$ cat src/rtl/if_id_queue.sv
// if_id_queue: instruction buffer between fetch and decode.
// A circular FIFO of (pc, inst) pairs feeds a registered output stage that
// supports decode stall, flush (branch redirect) and bubble insertion.
// The output stage reads as all zeros whenever it holds no instruction.
// Optional feature macro: IF_ID_QUEUE_BYPASS_EN. When it is defined, a push
// into an empty FIFO while decode is not stalled goes straight to the output stage.
module if_id_queue #(
  parameter int ADDR_WIDTH = 32,
  parameter int INST_WIDTH = 32,
  parameter int DEPTH      = 4,
  parameter int PTR_W      = $clog2(DEPTH),
  parameter int CNT_W      = $clog2(DEPTH + 1)
) (
  input  logic                  clk,
  input  logic                  rst,
  input  logic                  flush,
  input  logic                  if_valid,
  input  logic [ADDR_WIDTH-1:0] if_pc,
  input  logic [INST_WIDTH-1:0] if_inst,
  output logic                  if_ready,
  input  logic                  id_stall,
  output logic                  id_valid,
  output logic [ADDR_WIDTH-1:0] id_pc,
  output logic [INST_WIDTH-1:0] id_inst,
  output logic [CNT_W-1:0]      count
);

  logic [ADDR_WIDTH-1:0] pc_mem   [DEPTH];
  logic [INST_WIDTH-1:0] inst_mem [DEPTH];

  logic [PTR_W-1:0]      wr_ptr_q, wr_ptr_d;
  logic [PTR_W-1:0]      rd_ptr_q, rd_ptr_d;
  logic [CNT_W-1:0]      count_q, count_d;
  logic                  id_valid_q, id_valid_d;
  logic [ADDR_WIDTH-1:0] id_pc_q, id_pc_d;
  logic [INST_WIDTH-1:0] id_inst_q, id_inst_d;

  logic full, fifo_empty, push, bypass, push_fifo, pop;

  // Handshake decode; fullness is judged on the registered count only, so a
  // same-cycle pop never frees a slot for a push.
  always_comb begin
    full       = (count_q == CNT_W'(DEPTH));
    fifo_empty = (count_q == '0);
    push       = if_valid && !full && !flush;
`ifdef IF_ID_QUEUE_BYPASS_EN
    bypass     = push && fifo_empty && !id_stall;
`else
    bypass     = 1'b0;
`endif
    push_fifo  = push && !bypass;
    pop        = !flush && !id_stall && !fifo_empty;
  end

  // Next-state for pointers, occupancy and the output stage; flush wins over all.
  always_comb begin
    wr_ptr_d   = wr_ptr_q;
    rd_ptr_d   = rd_ptr_q;
    count_d    = count_q;
    id_valid_d = id_valid_q;
    id_pc_d    = id_pc_q;
    id_inst_d  = id_inst_q;
    if (flush) begin
      wr_ptr_d   = '0;
      rd_ptr_d   = '0;
      count_d    = '0;
      id_valid_d = 1'b0;
      id_pc_d    = '0;
      id_inst_d  = '0;
    end else begin
      if (push_fifo) wr_ptr_d = wr_ptr_q + PTR_W'(1);
      if (pop)       rd_ptr_d = rd_ptr_q + PTR_W'(1);
      count_d = count_q + CNT_W'(push_fifo) - CNT_W'(pop);
      if (!id_stall) begin
        if (!fifo_empty) begin
          id_valid_d = 1'b1;
          id_pc_d    = pc_mem[rd_ptr_q];
          id_inst_d  = inst_mem[rd_ptr_q];
`ifdef IF_ID_QUEUE_BYPASS_EN
        end else if (bypass) begin
          id_valid_d = 1'b1;
          id_pc_d    = if_pc;
          id_inst_d  = if_inst;
`endif
        end else begin
          id_valid_d = 1'b0;
          id_pc_d    = '0;
          id_inst_d  = '0;
        end
      end
    end
  end

  // Storage array; contents are qualified by count, so no reset is needed.
  always_ff @(posedge clk) begin
    if (push_fifo) begin
      pc_mem[wr_ptr_q]   <= if_pc;
      inst_mem[wr_ptr_q] <= if_inst;
    end
  end

  // Control and output-stage registers.
  always_ff @(posedge clk or posedge rst) begin
    if (rst) begin
      wr_ptr_q   <= '0;
      rd_ptr_q   <= '0;
      count_q    <= '0;
      id_valid_q <= 1'b0;
      id_pc_q    <= '0;
      id_inst_q  <= '0;
    end else begin
      wr_ptr_q   <= wr_ptr_d;
      rd_ptr_q   <= rd_ptr_d;
      count_q    <= count_d;
      id_valid_q <= id_valid_d;
      id_pc_q    <= id_pc_d;
      id_inst_q  <= id_inst_d;
    end
  end

  assign if_ready = !full;
  assign id_valid = id_valid_q;
  assign id_pc    = id_pc_q;
  assign id_inst  = id_inst_q;
  assign count    = count_q;

endmodule

$ cat config.mk
export PLATFORM = sky130hd
export DESIGN_NAME = if_id_queue
export DESIGN_NICKNAME = d
export VERILOG_FILES = /design/src/rtl/if_id_queue.sv
export SDC_FILE = /design/constraint.sdc
export NUM_CORES = 1
export LEC_CHECK = 0
export CAP_MARGIN = 20
export CORE_UTILIZATION = 65
export CTS_CLUSTER_DIAMETER = 50
export CTS_CLUSTER_SIZE = 8
export DETAILED_ROUTE_END_ITERATION = 8
export DONT_BUFFER_PORTS = 1
export PLACE_DENSITY = 0.81
export RECOVER_POWER = 100
export SLEW_MARGIN = 20
export SYNTH_ARGS = -nofsm -noshare
export SYNTH_HDL_FRONTEND = slang
export SYNTH_SLANG_ARGS = --single-unit
$ cat constraint.sdc
create_clock -name clk -period 7.02 [get_ports clk]
set_input_delay 1.053 -clock clk [delete_from_list [all_inputs] [get_ports clk]]
set_output_delay 1.053 -clock clk [all_outputs]
set_load 0.05 [all_outputs]
### Yosys cells after proc, flatten, opt, wreduce, memory -nomap -nowiden

Memories as Yosys holds them, arrays and structs flattened.
Index checks and enable logic that the tools add are counted.

* reduce and logical (&&, ||, !) cells: 11
* add/subtract/negate cells: 4
* muxes and demuxes: 16
* equal/unequal tests: 2

Operator list (count)
* two-way mux 32 bit: 6
* two-way mux 2 bit: 4
* two-way mux 1 bit: 5
* adder 2 x 1 -> 2 bit (second input constant): 2
* logical AND 1 bit: 4
* zero test 1 bit: 4
* nonzero test 2 bit: 2
* adder 3 x 1 -> 3 bit: 1
* == test 3 bit (second input constant): 1
* zero test 3 bit: 1
* two-way mux 3 bit: 1
* subtractor 3 x 1 -> 3 bit: 1
* inequality test 2 bit (second input constant): 1

* input port bits: 69
* memories: 2
* output and inout port bits: 69
* register bits after elaboration: 72
* memory bits (writable): 256
* logic and storage cells: 41

Memory list
* inst_mem: depth 4, width 32, read ports 1, clocked after Yosys merged registers in 0, write ports 1, line 29 `logic [INST_WIDTH-1:0] inst_mem [DEPTH];`
* pc_mem: depth 4, width 32, read ports 1, clocked after Yosys merged registers in 0, write ports 1, line 28 `logic [ADDR_WIDTH-1:0] pc_mem [DEPTH];`

### Logic depth before layout (Yosys ltp)

* depth after elaboration: 7
* depth in mapped cells: 10
* depth with buffers taken out: 10

### Least setup slack after synthesis

No wires, ideal clock.

* path type: input -> register
* start: input port flush
* end: memory inst_mem[0][0] (enable)
* data arrival time: 3.078 ns
* slack: 3.513 ns
* data required time: 6.591 ns
* path buffers: 1
* stages on the path: 3
* library setup time: 0.429 ns
* path through: buf_2 > nor3_1 > and2_1

* cells in the longest elaborated chain, start to end: 4

Ends and longest elaborated chain
* start: declaration: line 16 `input logic flush,`
* zero test 1 bit: line 45 `push = if_valid && !full && !flush;`
* logical AND 1 bit: line 45
* two-way mux 1 bit: line 96 `if (push_fifo) begin`
* two-way mux 1 bit (implied by the code): line 98 `inst_mem[wr_ptr_q] <= if_inst;`
* end: declaration: line 29

No other way between the ends.

### Worst setup path in the final report

* start: register count_q[1], in the netlist count[1]
* end: memory inst_mem[3][11] (enable)

* cells in the longest elaborated chain, start to end: 6

Ends and longest elaborated chain
* start: declaration: line 33 `logic [CNT_W-1:0] count_q, count_d;`
* start signal: assignment: line 114 `count_q <= count_d;`
* == test 3 bit: line 43 `full = (count_q == CNT_W'(DEPTH));`
* zero test 1 bit: line 45
* logical AND 1 bit (2 in series): line 45
* two-way mux 1 bit: line 96
* two-way mux 1 bit (implied by the code): line 98

No other way between the ends.

==> metrics.md <==
| Metric | Value |
|---|---|
| Status | finished with violations |
| Failing checks | capacitance limit, slew limit |
| Synth Area in Compound Gates | 4.904% |
| Seq pwr share | 50.8% |
| Yosys reg bits | 328 |
| Switching power | 1.360 mW |
| Synthesized Nets | 603 |
| CTS tree | done |
| Simple-gate share of the synthesized area | 0.8660% |
| Total track usage | 23.65% |
| Layout cells sized above 1 | 20.44% |
| Total congestion overflow | 0 |
| Die height | 137.8 um |
| Clock Power Share | 39.2% |
| Post-layout min period | 4.371 ns |
| First-pass iteration count of the detailed router | 4 |
| Final Routed Wirelength | 21.46 mm |
| DR vias/cell | 6.469 |
| Initial Utilization | 66.53% |
| Hold Path Depth | 1 |
| Core area | 0.01802 mm^2 |
| Initial antenna violation count | 0 |
| Most frequent cells in the layout | edfxtp_1, dfrtp_1, mux4_2, a22o_1, clkbuf_16 |
| Leakage | 4.659 nW |
| Switching share of power | 26.18% |
| CP top delay family | simple AND/OR/NAND/NOR gates |
| ANT cells | 0 |
| Cells after Synth | 527 |
| Worst path max stage delay | 2.53 ns |
| DRC viols | 0 |
| Clock-pin slew on the worst setup and hold paths | 0.05 ns |
| DR WL/cell | 26.30 um |
| Logic pwr share | 10.0% |
| Hold-fix buffers at CTS | 0 |
| Worst-margin pin slew | 3.399 ns |
| Vias in the first global route | 5625 |
| Routing usage on met3 | 7.616% |
| Yosys cell types | 27 |
| Worst-Skew Late Latency | 0.53 ns |
| Syn avg cell area | 22.75 um^2 |
| Clock H-tree levels | 2 |
| Count of final setup violators | 0 |
| Final net count | 625 |
| Fmax | 228.8 MHz |
| Largest family of logic cells by synthesized area | multiplexers |
| Maximum Capacitance Violations | 7 |
| P_int | 3.833 mW |
| Post-CTS resize count | 0 |
| M2 GR Usage | 37.49% |
| Worst R2R End | inst_mem[3][11] |
| WHS | 0.5938 ns |
| Num rows | 49 |
| Clock Tree Buf Depth | 3 |
| Adder-cell share of the synthesized area | 0.7930% |
| Mapped Area | 0.01199 mm^2 |
| Grt met1 use | 30.77% |
| Setup CP Type | register to register |
| Die area | 0.01900 mm^2 |
| Pwr/cell area | 385.2 mW/mm^2 |
| CTS Root Cell | clkbuf_16 |
| Area after DPL | 0.01213 mm^2 |
| Final hold violation count | 0 |
| Reg-to-Reg Start | count[1] |
| Worst Setup Slack, final | 2.649 ns |
| Period utilisation layout | 62.26% |
| Multiplexer area fraction after synthesis | 12.19% |
| Via count | 5279 |
| Synth warnings | 0 |
| Min-delay src | flush |
| Commonest non-fill, non-tap cell in the layout | edfxtp_1 |
| Register area share after synthesis | 79.13% |
| # IOs | 138 |
| First-pass GRT wire length | 32.04 mm |
| Max_slew headroom | -126.6% |
| Critical Path Source | count[1] |
| Worst setup EP type | register |
| Critical-path cell list | nor3b_1, nor3_1, and2_1 |
| Worst path slowest cell | and2_1 |
| Largest net degree at the start of global routing | 67 |
| Xor-xnor portion of the synthesized cell area | 0.1461% |
| Filler cell count | 960 |
| Multi-input logic area | 0.002282 mm^2 |
| Most Crowded Layer GR | met2 |
| TNS Setup | 0 ns |
| Startpoint Class | register |
| Pre-CTS setup slack | 4.076 ns |
| Port Buffer Count | 0 |
| Hold endpoint | count[2] |
| Max IR drop VDD | 0.2771 mV |
| Worst Path Required | 7.07 ns |
| Reg-to-reg setup timing slack | 2.65 ns |
| CP arrival | 4.42 ns |
| DRT iter0 DRCs | 269 |
| Max Slew Vio Count | 377 |
| Hold WC Path Type | primary input to register |
| Finished Cell Area | 0.01348 mm^2 |
| Antenna Violating Nets Remaining | 0 |
| Placer Congestion | 0.7257 |
| Die Wd | 137.8 um |
| Inserted Clock Buffers | 46 |
| CP bufs+invs | 0 |
| Postcts setup bufs | 0 |
| Area grow syn2layout | 12.42% |
| Clock sink total | 328 |
| Worst-path fanout max | 64 |
| Placed wire-length estimate | 11.48 mm |
| RSZ-0062 raised after global routing | no |
| Fin Clk Skew | 0.02173 ns |
| Worst reg-to-reg path cell count | 3 |
| Seq. cell area | 0.009497 mm^2 |
layer usage:
metal	routed length, um	part of all wire (%)
met5	0	0
met4	469	2.2
met3	1887	8.8
met2	10800	50
met1	8303	39
cell usage after synthesis (all sizes together):
cell type  number  area share [%]
dfrtp          72              15
o21ai           2           0.083
a22o           64             4.7
edfxtp        256              64
nor2b           2            0.10
nand3           2           0.083
a21oi           2           0.083
nor3b           1           0.063
mux2i           2            0.17
xnor2           1           0.073
nor4b           1           0.073
inv             8            0.25
fa              1            0.17
ha              6            0.63
buf            24             1.5
nand2b          2            0.10
nor2            2           0.063
clkbuf          6            0.19
a21o            1           0.063
nor3            3            0.17
and2            4            0.21
xor2            1           0.073
mux4           64              12
power groups by stage:
stage	clock network [mW]	logic, mW	registers, mW
floorplan	0	0.506	2.59
global placement	0	0.497	2.66
detailed placement	0	0.513	2.67
CTS	2.06	0.518	2.64
global route	2.15	0.563	2.66
finish	2.04	0.519	2.64
cell type report:
type                            instances  share of cell area [%]
Clock buffer                           86                   10.13
Inverter                                8                  0.2320
Multi-Input combinational cell        161                   16.93
Sequential cell                       328                   70.45
Tap cell                              229                   2.125
Timing Repair Buffer                    4                  0.1392
per-stage QoR:
step | cells | utilization [%] | total power, mW
finish | 816 | 74.79 | 5.193
global route | 816 | 74.79 | 5.371
CTS | 816 | 74.89 | 5.222
detailed placement | 730 | 67.32 | 3.186
global placement | 730 | 67.32 | 3.159
floorplan | 527 | - | 3.096
kinds of logic after synthesis:
| group | count (synthesis) |
|---|---|
| flip-flops | 328 |
| AO/OA/AOI/OAI | 69 |
| multiplexers | 66 |
| buffers and inverters | 38 |
| AND/OR/NAND/NOR | 17 |
| adder cells (fa/ha/maj) | 7 |
| XOR/XNOR | 2 |
worst max path at each step:
stage | endpoint | slack (ns) | depth (start not counted)
floorplan | inst_mem[0][0] | 3.51 | 3
global placement | count[2] | 4.20 | 10
detailed placement | count[2] | 4.08 | 10
CTS | if_ready | 3.92 | 2
global route | id_pc[8] | 2.21 | 3
finish | inst_mem[3][11] | 2.65 | 3
state kept, by name, summed over array words and instances, names as in the netlist:
register and count:
inst_mem 128, pc_mem 128, id_inst 32, id_pc 32
count 3, rd_ptr_q 2, wr_ptr_q 2, id_valid 1
worst reg2reg max path, delay by kind of cell, from the launching register on:
kind | cells | cell delay [ns]
flip-flops | 1 | 0.72
AND/OR/NAND/NOR | 3 | 3.15
Note: power is estimated with default switching activity, not from simulation.
